### src/rtl/clk_run_ctrl_pkg.sv
// clk_run_pkg: shared types and defaults for the clock run/stop controller.
//   clk_run_state_t : controller FSM states (encoding visible on state_o)
//   DEFAULT_*       : default settle / stop-delay lengths in controller cycles
//   clk_run_cnt_w   : timer width large enough for either phase length
package clk_run_pkg;

  typedef enum logic [1:0] {
    STOPPED  = 2'd0,
    STARTING = 2'd1,
    RUNNING  = 2'd2,
    DRAINING = 2'd3
  } clk_run_state_t;

  localparam int unsigned DEFAULT_SETTLE_CYCLES = 4;
  localparam int unsigned DEFAULT_STOP_DELAY    = 8;

  function automatic int unsigned clk_run_cnt_w(input int unsigned a,
                                                input int unsigned b);
    int unsigned m;
    m = (a > b) ? a : b;
    return $clog2(m + 1);
  endfunction

endpackage

### src/rtl/clk_run_ctrl_if.sv
// clk_run_ctrl_if: request/grant bundle between clock consumers and the
// run/stop controller.
//   req       consumers -> ctrl  per-requester level run request
//   force_run consumers -> ctrl  keep clock running, never acknowledged
//   ack       ctrl -> consumers  per-requester grant (clock stable)
//   run_en    ctrl -> source     clock source run state
//   busy      ctrl -> anyone     controller not STOPPED
//   state_o   ctrl -> anyone     FSM state (debug)
interface clk_run_ctrl_if #(
  parameter int unsigned NUM_REQ = 4
) ();
  logic [NUM_REQ-1:0] req;
  logic               force_run;
  logic [NUM_REQ-1:0] ack;
  logic               run_en;
  logic               busy;
  logic [1:0]         state_o;

  modport master (
    output req, force_run,
    input  ack, run_en, busy, state_o
  );

  modport slave (
    input  req, force_run,
    output ack, run_en, busy, state_o
  );
endinterface

### src/rtl/clk_run_timer.sv
// clk_run_timer: loadable down-counter shared by the settle and drain phases.
//   clk, rst  clock, asynchronous active-high reset (clears count)
//   load      load load_val this cycle (has priority over dec)
//   load_val  value to load
//   dec       decrement; counter holds at zero
//   zero      count is zero (from the register)
module clk_run_timer #(
  parameter int unsigned CNT_W = 4
) (
  input  logic             clk,
  input  logic             rst,
  input  logic             load,
  input  logic [CNT_W-1:0] load_val,
  input  logic             dec,
  output logic             zero
);
  logic [CNT_W-1:0] cnt_q, cnt_d;

  always_comb begin
    cnt_d = cnt_q;
    if (load)
      cnt_d = load_val;
    else if (dec && (cnt_q != '0))
      cnt_d = cnt_q - 1'b1;
  end

  always_ff @(posedge clk or posedge rst) begin
    if (rst) cnt_q <= '0;
    else     cnt_q <= cnt_d;
  end

  assign zero = (cnt_q == '0);
endmodule

### src/rtl/clk_run_ctrl.sv
// clk_run_ctrl: arbitrated run/stop controller for a shared clock source.
// Collects requests, holds run_en through a settle period before granting
// acks, and drops run_en only after STOP_DELAY idle cycles.
//   clk, rst   controller clock, asynchronous active-high reset
//   bus        clk_run_ctrl_if slave: req, force_run in; ack, run_en,
//              busy, state_o out (all registered)
// Optional (macro CLK_RUN_STATS_EN):
//   start_cnt  saturating count of STOPPED->STARTING transitions
//   run_cycles saturating count of cycles with run_en high
module clk_run_ctrl
  import clk_run_pkg::*;
#(
  parameter int unsigned NUM_REQ       = 4,
  parameter int unsigned SETTLE_CYCLES = DEFAULT_SETTLE_CYCLES,
  parameter int unsigned STOP_DELAY    = DEFAULT_STOP_DELAY
) (
  input  logic           clk,
  input  logic           rst,
  clk_run_ctrl_if.slave  bus
`ifdef CLK_RUN_STATS_EN
  ,
  output logic [31:0]    start_cnt,
  output logic [31:0]    run_cycles
`endif
);
  localparam int unsigned CNT_W = clk_run_cnt_w(SETTLE_CYCLES, STOP_DELAY);

  clk_run_state_t     state_q, state_d;
  logic               run_en_q, run_en_d;
  logic               busy_q, busy_d;
  logic [NUM_REQ-1:0] ack_q, ack_d;

  logic               any_req;
  logic               tmr_load, tmr_dec, tmr_zero;
  logic [CNT_W-1:0]   tmr_val;

  assign any_req = (|bus.req) | bus.force_run;

  clk_run_timer #(.CNT_W(CNT_W)) u_timer (
    .clk      (clk),
    .rst      (rst),
    .load     (tmr_load),
    .load_val (tmr_val),
    .dec      (tmr_dec),
    .zero     (tmr_zero)
  );

  always_comb begin
    state_d  = state_q;
    run_en_d = run_en_q;
    ack_d    = ack_q;
    tmr_load = 1'b0;
    tmr_val  = '0;
    tmr_dec  = 1'b0;
    unique case (state_q)
      STOPPED: begin
        ack_d = '0;
        if (any_req) begin
          state_d  = STARTING;
          run_en_d = 1'b1;
          tmr_load = 1'b1;
          tmr_val  = CNT_W'(SETTLE_CYCLES - 1);
        end
      end
      STARTING: begin
        // Settle always completes; whoever still requests at the end is granted.
        if (tmr_zero) begin
          state_d = RUNNING;
          ack_d   = bus.req;
        end else begin
          tmr_dec = 1'b1;
        end
      end
      RUNNING: begin
        ack_d = bus.req;
        if (!any_req) begin
          state_d  = DRAINING;
          tmr_load = 1'b1;
          tmr_val  = CNT_W'(STOP_DELAY - 1);
        end
      end
      DRAINING: begin
        ack_d = '0;
        // A request on the timeout edge wins: clock never stops.
        if (any_req) begin
          state_d = RUNNING;
          ack_d   = bus.req;
        end else if (tmr_zero) begin
          state_d  = STOPPED;
          run_en_d = 1'b0;
        end else begin
          tmr_dec = 1'b1;
        end
      end
      default: state_d = STOPPED;
    endcase
    busy_d = (state_d != STOPPED);
  end

  always_ff @(posedge clk or posedge rst) begin
    if (rst) begin
      state_q  <= STOPPED;
      run_en_q <= 1'b0;
      busy_q   <= 1'b0;
      ack_q    <= '0;
    end else begin
      state_q  <= state_d;
      run_en_q <= run_en_d;
      busy_q   <= busy_d;
      ack_q    <= ack_d;
    end
  end

  assign bus.ack     = ack_q;
  assign bus.run_en  = run_en_q;
  assign bus.busy    = busy_q;
  assign bus.state_o = state_q;

`ifdef CLK_RUN_STATS_EN
  logic [31:0] start_cnt_q, start_cnt_d;
  logic [31:0] run_cycles_q, run_cycles_d;

  always_comb begin
    start_cnt_d  = start_cnt_q;
    run_cycles_d = run_cycles_q;
    if ((state_q == STOPPED) && (state_d == STARTING) && (start_cnt_q != '1))
      start_cnt_d = start_cnt_q + 32'd1;
    if (run_en_q && (run_cycles_q != '1))
      run_cycles_d = run_cycles_q + 32'd1;
  end

  always_ff @(posedge clk or posedge rst) begin
    if (rst) begin
      start_cnt_q  <= '0;
      run_cycles_q <= '0;
    end else begin
      start_cnt_q  <= start_cnt_d;
      run_cycles_q <= run_cycles_d;
    end
  end

  assign start_cnt  = start_cnt_q;
  assign run_cycles = run_cycles_q;
`endif
endmodule

### src/flat_wrapper.sv
// flat-port wrapper written by rule: the top's interface ports become plain ports
module clk_run_ctrl_flat import clk_run_pkg::*;
#(
  parameter int unsigned NUM_REQ       = 4,
  parameter int unsigned SETTLE_CYCLES = DEFAULT_SETTLE_CYCLES,
  parameter int unsigned STOP_DELAY    = DEFAULT_STOP_DELAY
)
  (clk, rst, bus_req, bus_force_run, bus_ack, bus_run_en, bus_busy, bus_state_o);
  clk_run_ctrl_if #(.NUM_REQ(NUM_REQ)) bus_i ();
  input  logic clk;
  input  logic rst;
  input wire logic [$bits(bus_i.req)-1:0] bus_req;
  input wire logic [$bits(bus_i.force_run)-1:0] bus_force_run;
  output wire logic [$bits(bus_i.ack)-1:0] bus_ack;
  output wire logic [$bits(bus_i.run_en)-1:0] bus_run_en;
  output wire logic [$bits(bus_i.busy)-1:0] bus_busy;
  output wire logic [$bits(bus_i.state_o)-1:0] bus_state_o;
  assign bus_i.req = bus_req;
  assign bus_i.force_run = bus_force_run;
  assign bus_ack = bus_i.ack;
  assign bus_run_en = bus_i.run_en;
  assign bus_busy = bus_i.busy;
  assign bus_state_o = bus_i.state_o;
  clk_run_ctrl #(.NUM_REQ(NUM_REQ), .SETTLE_CYCLES(SETTLE_CYCLES), .STOP_DELAY(STOP_DELAY)) u_core (.clk(clk), .rst(rst), .bus(bus_i));
endmodule
### config.mk
export PLATFORM = sky130hd
export DESIGN_NAME = clk_run_ctrl_flat
export DESIGN_NICKNAME = d
export VERILOG_FILES = /design/src/rtl/clk_run_ctrl_pkg.sv /design/src/rtl/clk_run_ctrl_if.sv /design/src/rtl/clk_run_timer.sv /design/src/rtl/clk_run_ctrl.sv /design/src/flat_wrapper.sv
export SDC_FILE = /design/constraint.sdc
export NUM_CORES = 1
export LEC_CHECK = 0
export ABC_AREA = 1
export CAP_MARGIN = 10
export CORE_MARGIN = 2
export CORE_UTILIZATION = 45
export CTS_CLUSTER_DIAMETER = 200
export DETAILED_ROUTE_END_ITERATION = 8
export GPL_ROUTABILITY_DRIVEN = 1
export PLACE_DENSITY = 0.7
export REMOVE_ABC_BUFFERS = 1
export SYNTH_ARGS = -nofsm -noshare
export SYNTH_HDL_FRONTEND = slang
export SYNTH_SLANG_ARGS = --single-unit
### constraint.sdc
create_clock -name clk -period 2.05 [get_ports clk]
set_clock_uncertainty 0.15 [all_clocks]
set_input_delay 0.3075 -clock clk [delete_from_list [all_inputs] [get_ports clk]]
set_output_delay 0.3075 -clock clk [all_outputs]
set_load 0.02 [all_outputs]
==> metrics.yaml <==
synthesis:
  netlist.top_cell.by_area: "dfrtp_1"
  synthesis.area_sq_um: 781
  synthCells: 97
  yosysSeqAreaShare_pct: 38.5
  synth_xor_area_share_pct: 2.24
  synth.distinct_cells: 19
  yosysWarnings: 0
  synth_top_area_share_pct: 38.5
  synth-seq-cells: 12
  syn_area_per_cell_sq_um: 8.05
  synth_top_family_by_area: "simple AND/OR/NAND/NOR gates"
  yosys.area_share.adder_pct: 8.01
  synthSimpleGateAreaFrac_pct: 37.8
  synth_mux_area_share_pct: 0
  synth_area_leaders: "dfrtp_1 38%, nand2_1 14%, ha_1 8.0%"
  synth_compound_area_share_pct: 7.21
placed_design:
  postPlaceCellArea_sq_um: 942
  place.gp.congestion: 0.876
  hpwl_mm: 1.16
  port_buffers: 14
route:
  wl_met1_um: 653
  via_count: 639
  wirelength_mm: 1.41
  antenna_left: 0
  wl_per_cell_um: 10.7
  via_per_inst: 4.84
  dr.pass1.iters: 4
  drt-initial-drc-count: 12
  top_layer: "met4"
  wl_met2_um: 701
  wl_met3_um: 46
  drc: 0
cts:
  htreeDepth: 1
  cts_tree: "yes"
  clk_latency_ns: 0.27
  numCtsBuffers: 3
  hold_buffers: 0
  cts_setup_buffers: 0
  cts_resized: 0
  path_clk_slew_ns: 0.07
  cts_max_path_buffers: 2
  cts_root_buffer: "clkbuf_4"
  clock_sinks: 12
sta:
  grt_setup_unrepaired: "no"
  clock.fmax_mhz: 560
  final.period_utilization_pct: 87.1
  max_slew_margin_pct: 69.3
  hold_viol: 0
  fin_setup_tns_ns: 0
  tightest_slew_ns: 0.461
  period_needed_ns: 1.79
  slew_viol_final: 0
  finalSetupViolations: 0
critical_path:
  rr_startpoint: "u_core.u_timer.cnt_q[0]$_DFFE_PP0P_"
  crit_path_max_fanout: 6
  crit_type: "register to output pin"
  arrival_ns: 1.33
  r2r_end: "u_core.u_timer.cnt_q[1]$_DFFE_PP0P_"
  crit_required_ns: 1.59
  path_delay_family: "buffers and inverters"
  startpoint: "u_core.bus.state_o[1]$_DFF_PP0_"
  ff2ff_path_depth: 8
  slowest_stage: "clkdlybuf4s50_1"
  critPathBufInv: 1
  slowest_delay_ns: 0.63
  rrSetupSlack_ns: 0.45
  startpoint_type: "register"
  crit_chain: "clkdlybuf4s50_1"
  end_kind: "output pin"
floorplan:
  dieArea_sq_um: 2080
  rows: 15
  start_util_pct: 46.7
  die_h_um: 45.7
  core_sq_um: 1670
  die_x_um: 45.7
  ios: 15
final_layout:
  drive_gt1_share_pct: 13.9
  register_area_sq_um: 300
  nNetsFinal: 128
  antenna_cells: 0
  multi_input_area_sq_um: 432
  fillers: 159
  syn2layout_area_growth_pct: 25.3
  final_cell_area_sq_um: 978
global_routing:
  grt_max_degree: 13
  grt_pass1_wl_mm: 2.42
  antenna_found_initial: 0
  gr-total-overflow: 0
  gr-usage-all-layers_pct: 16.7
  grt_pass1_vias: 628
pwr:
  switching_share_pct: 44.3
  irDropWorstVdd_mv: 0.723
  p_int_uw: 740
  net-switching-power_uw: 588
  p_leak_uw: 0.000488
  p_seq_share_pct: 29.4
  pwr-share-clk_pct: 13.8
  p_per_area_nw_per_um2: 1360
  combPwrFrac_pct: 56.8
  finalPower_uw: 1330
status:
  outcome: "finished clean"
worst_hold_path:
  hp-class: "input pin to async pin"
job:
  cap_violations: 0
==> power groups by stage <==
stage               sequential, uW  clock (uW)  combinational (uW)
detailed placement             396           0                 762
CTS                            392         191                 762
global route                   404         203                 856
global placement               394           0                 749
floorplan                      455           0                 477
finish                         391         183                 754
==> worst max-delay path by stage <==
| stage | end | slack (ns) | depth (start not counted) |
|---|---|---|---|
| after floorplan | u_core.bus.run_en$_DFFE_PP0P_ | 0.51 | 6 |
| after global placement | u_core.u_timer.cnt_q[1]$_DFFE_PP0P_ | 0.28 | 7 |
| after detailed placement | u_core.u_timer.cnt_q[1]$_DFFE_PP0P_ | 0.26 | 7 |
| after CTS | bus_state_o[1] | 0.24 | 1 |
| after global routing | bus_state_o[1] | 0.20 | 1 |
| final | bus_state_o[1] | 0.26 | 1 |
==> cells by family after synthesis <==
family	count (synthesis)
and+or+nand+nor	56
AOI/OAI and AO/OA	9
xor gates and xnor gates	2
adders and majority gates	5
buffers and inverters	13
DFF	12
==> registers in the layout (all words and copies together), names as in the netlist <==
name                  count
u_core.bus.ack            4
u_core.u_timer.cnt_q      4
u_core.bus.state_o        2
u_core.bus.busy           1
u_core.bus.run_en         1
==> final cells by class <==
class	count	share of cell area (%)
Clock buffer	4	3.71
Inverter	13	4.99
Multi-Input combinational cell	72	44.1
Sequential cell	12	30.7
Tap cell	17	2.17
Timing Repair Buffer	14	14.3
==> per-layer routing <==
| metal | GRT usage [%] | vias to the layer above |
|---|---|---|
| met4 | 5.29 | 0 |
| met3 | 7.14 | 2 |
| met5 | 0 | - |
| li1 | - | 345 |
| met2 | 27.0 | 6 |
| met1 | 19.8 | 286 |
==> synth_stat cells <==
master / count
nand2_4: 3
ha_1: 5
inv_1: 13
o21ai_1: 2
nor2_4: 3
nor2_1: 3
nand4_1: 1
nand3_4: 1
xnor2_1: 1
o21ai_0: 4
o21ai_4: 1
nand3_1: 10
nand2_1: 30
xor2_1: 1
nand2_2: 2
a21oi_1: 2
dfrtp_1: 12
nor3_1: 1
nor2_2: 2
==> cell usage in the layout, fill, tap and decap left out <==
| cell | synthesis | final |
|---|---|---|
| nand3_4 | 1 | 1 |
| nand3_1 | 10 | 10 |
| xor2_1 | 1 | 1 |
| nor2_1 | 3 | 3 |
| clkbuf_4 | 0 | 3 |
| nor2_2 | 2 | 2 |
| o21ai_1 | 2 | 2 |
| nand4_1 | 1 | 1 |
| clkdlybuf4s50_1 | 0 | 14 |
| nor3_1 | 1 | 1 |
| nand2_4 | 3 | 3 |
| o21ai_4 | 1 | 1 |
| xnor2_1 | 1 | 1 |
| clkbuf_8 | 0 | 1 |
| inv_1 | 13 | 13 |
| a21oi_1 | 2 | 2 |
| nor2_4 | 3 | 3 |
| nand2_2 | 2 | 2 |
| ha_1 | 5 | 5 |
| nand2_1 | 30 | 30 |
| o21ai_0 | 4 | 4 |
| dfrtp_1 | 12 | 12 |
==> per-stage QoR <==
step / cells / hold slack [ns] / setup slack, ns / util (%)
final: 132 / 0.187 / 0.263 / 58.6
after CTS: 132 / 0.196 / 0.244 / 58.6
after floorplan: 97 / 0.0222 / 0.506 / -
after detailed placement: 128 / 0.328 / 0.261 / 56.4
after global placement: 128 / 0.315 / 0.283 / 56.4
after global routing: 132 / 0.217 / 0.200 / 58.6
Note: power is estimated with default switching activity, not from simulation.
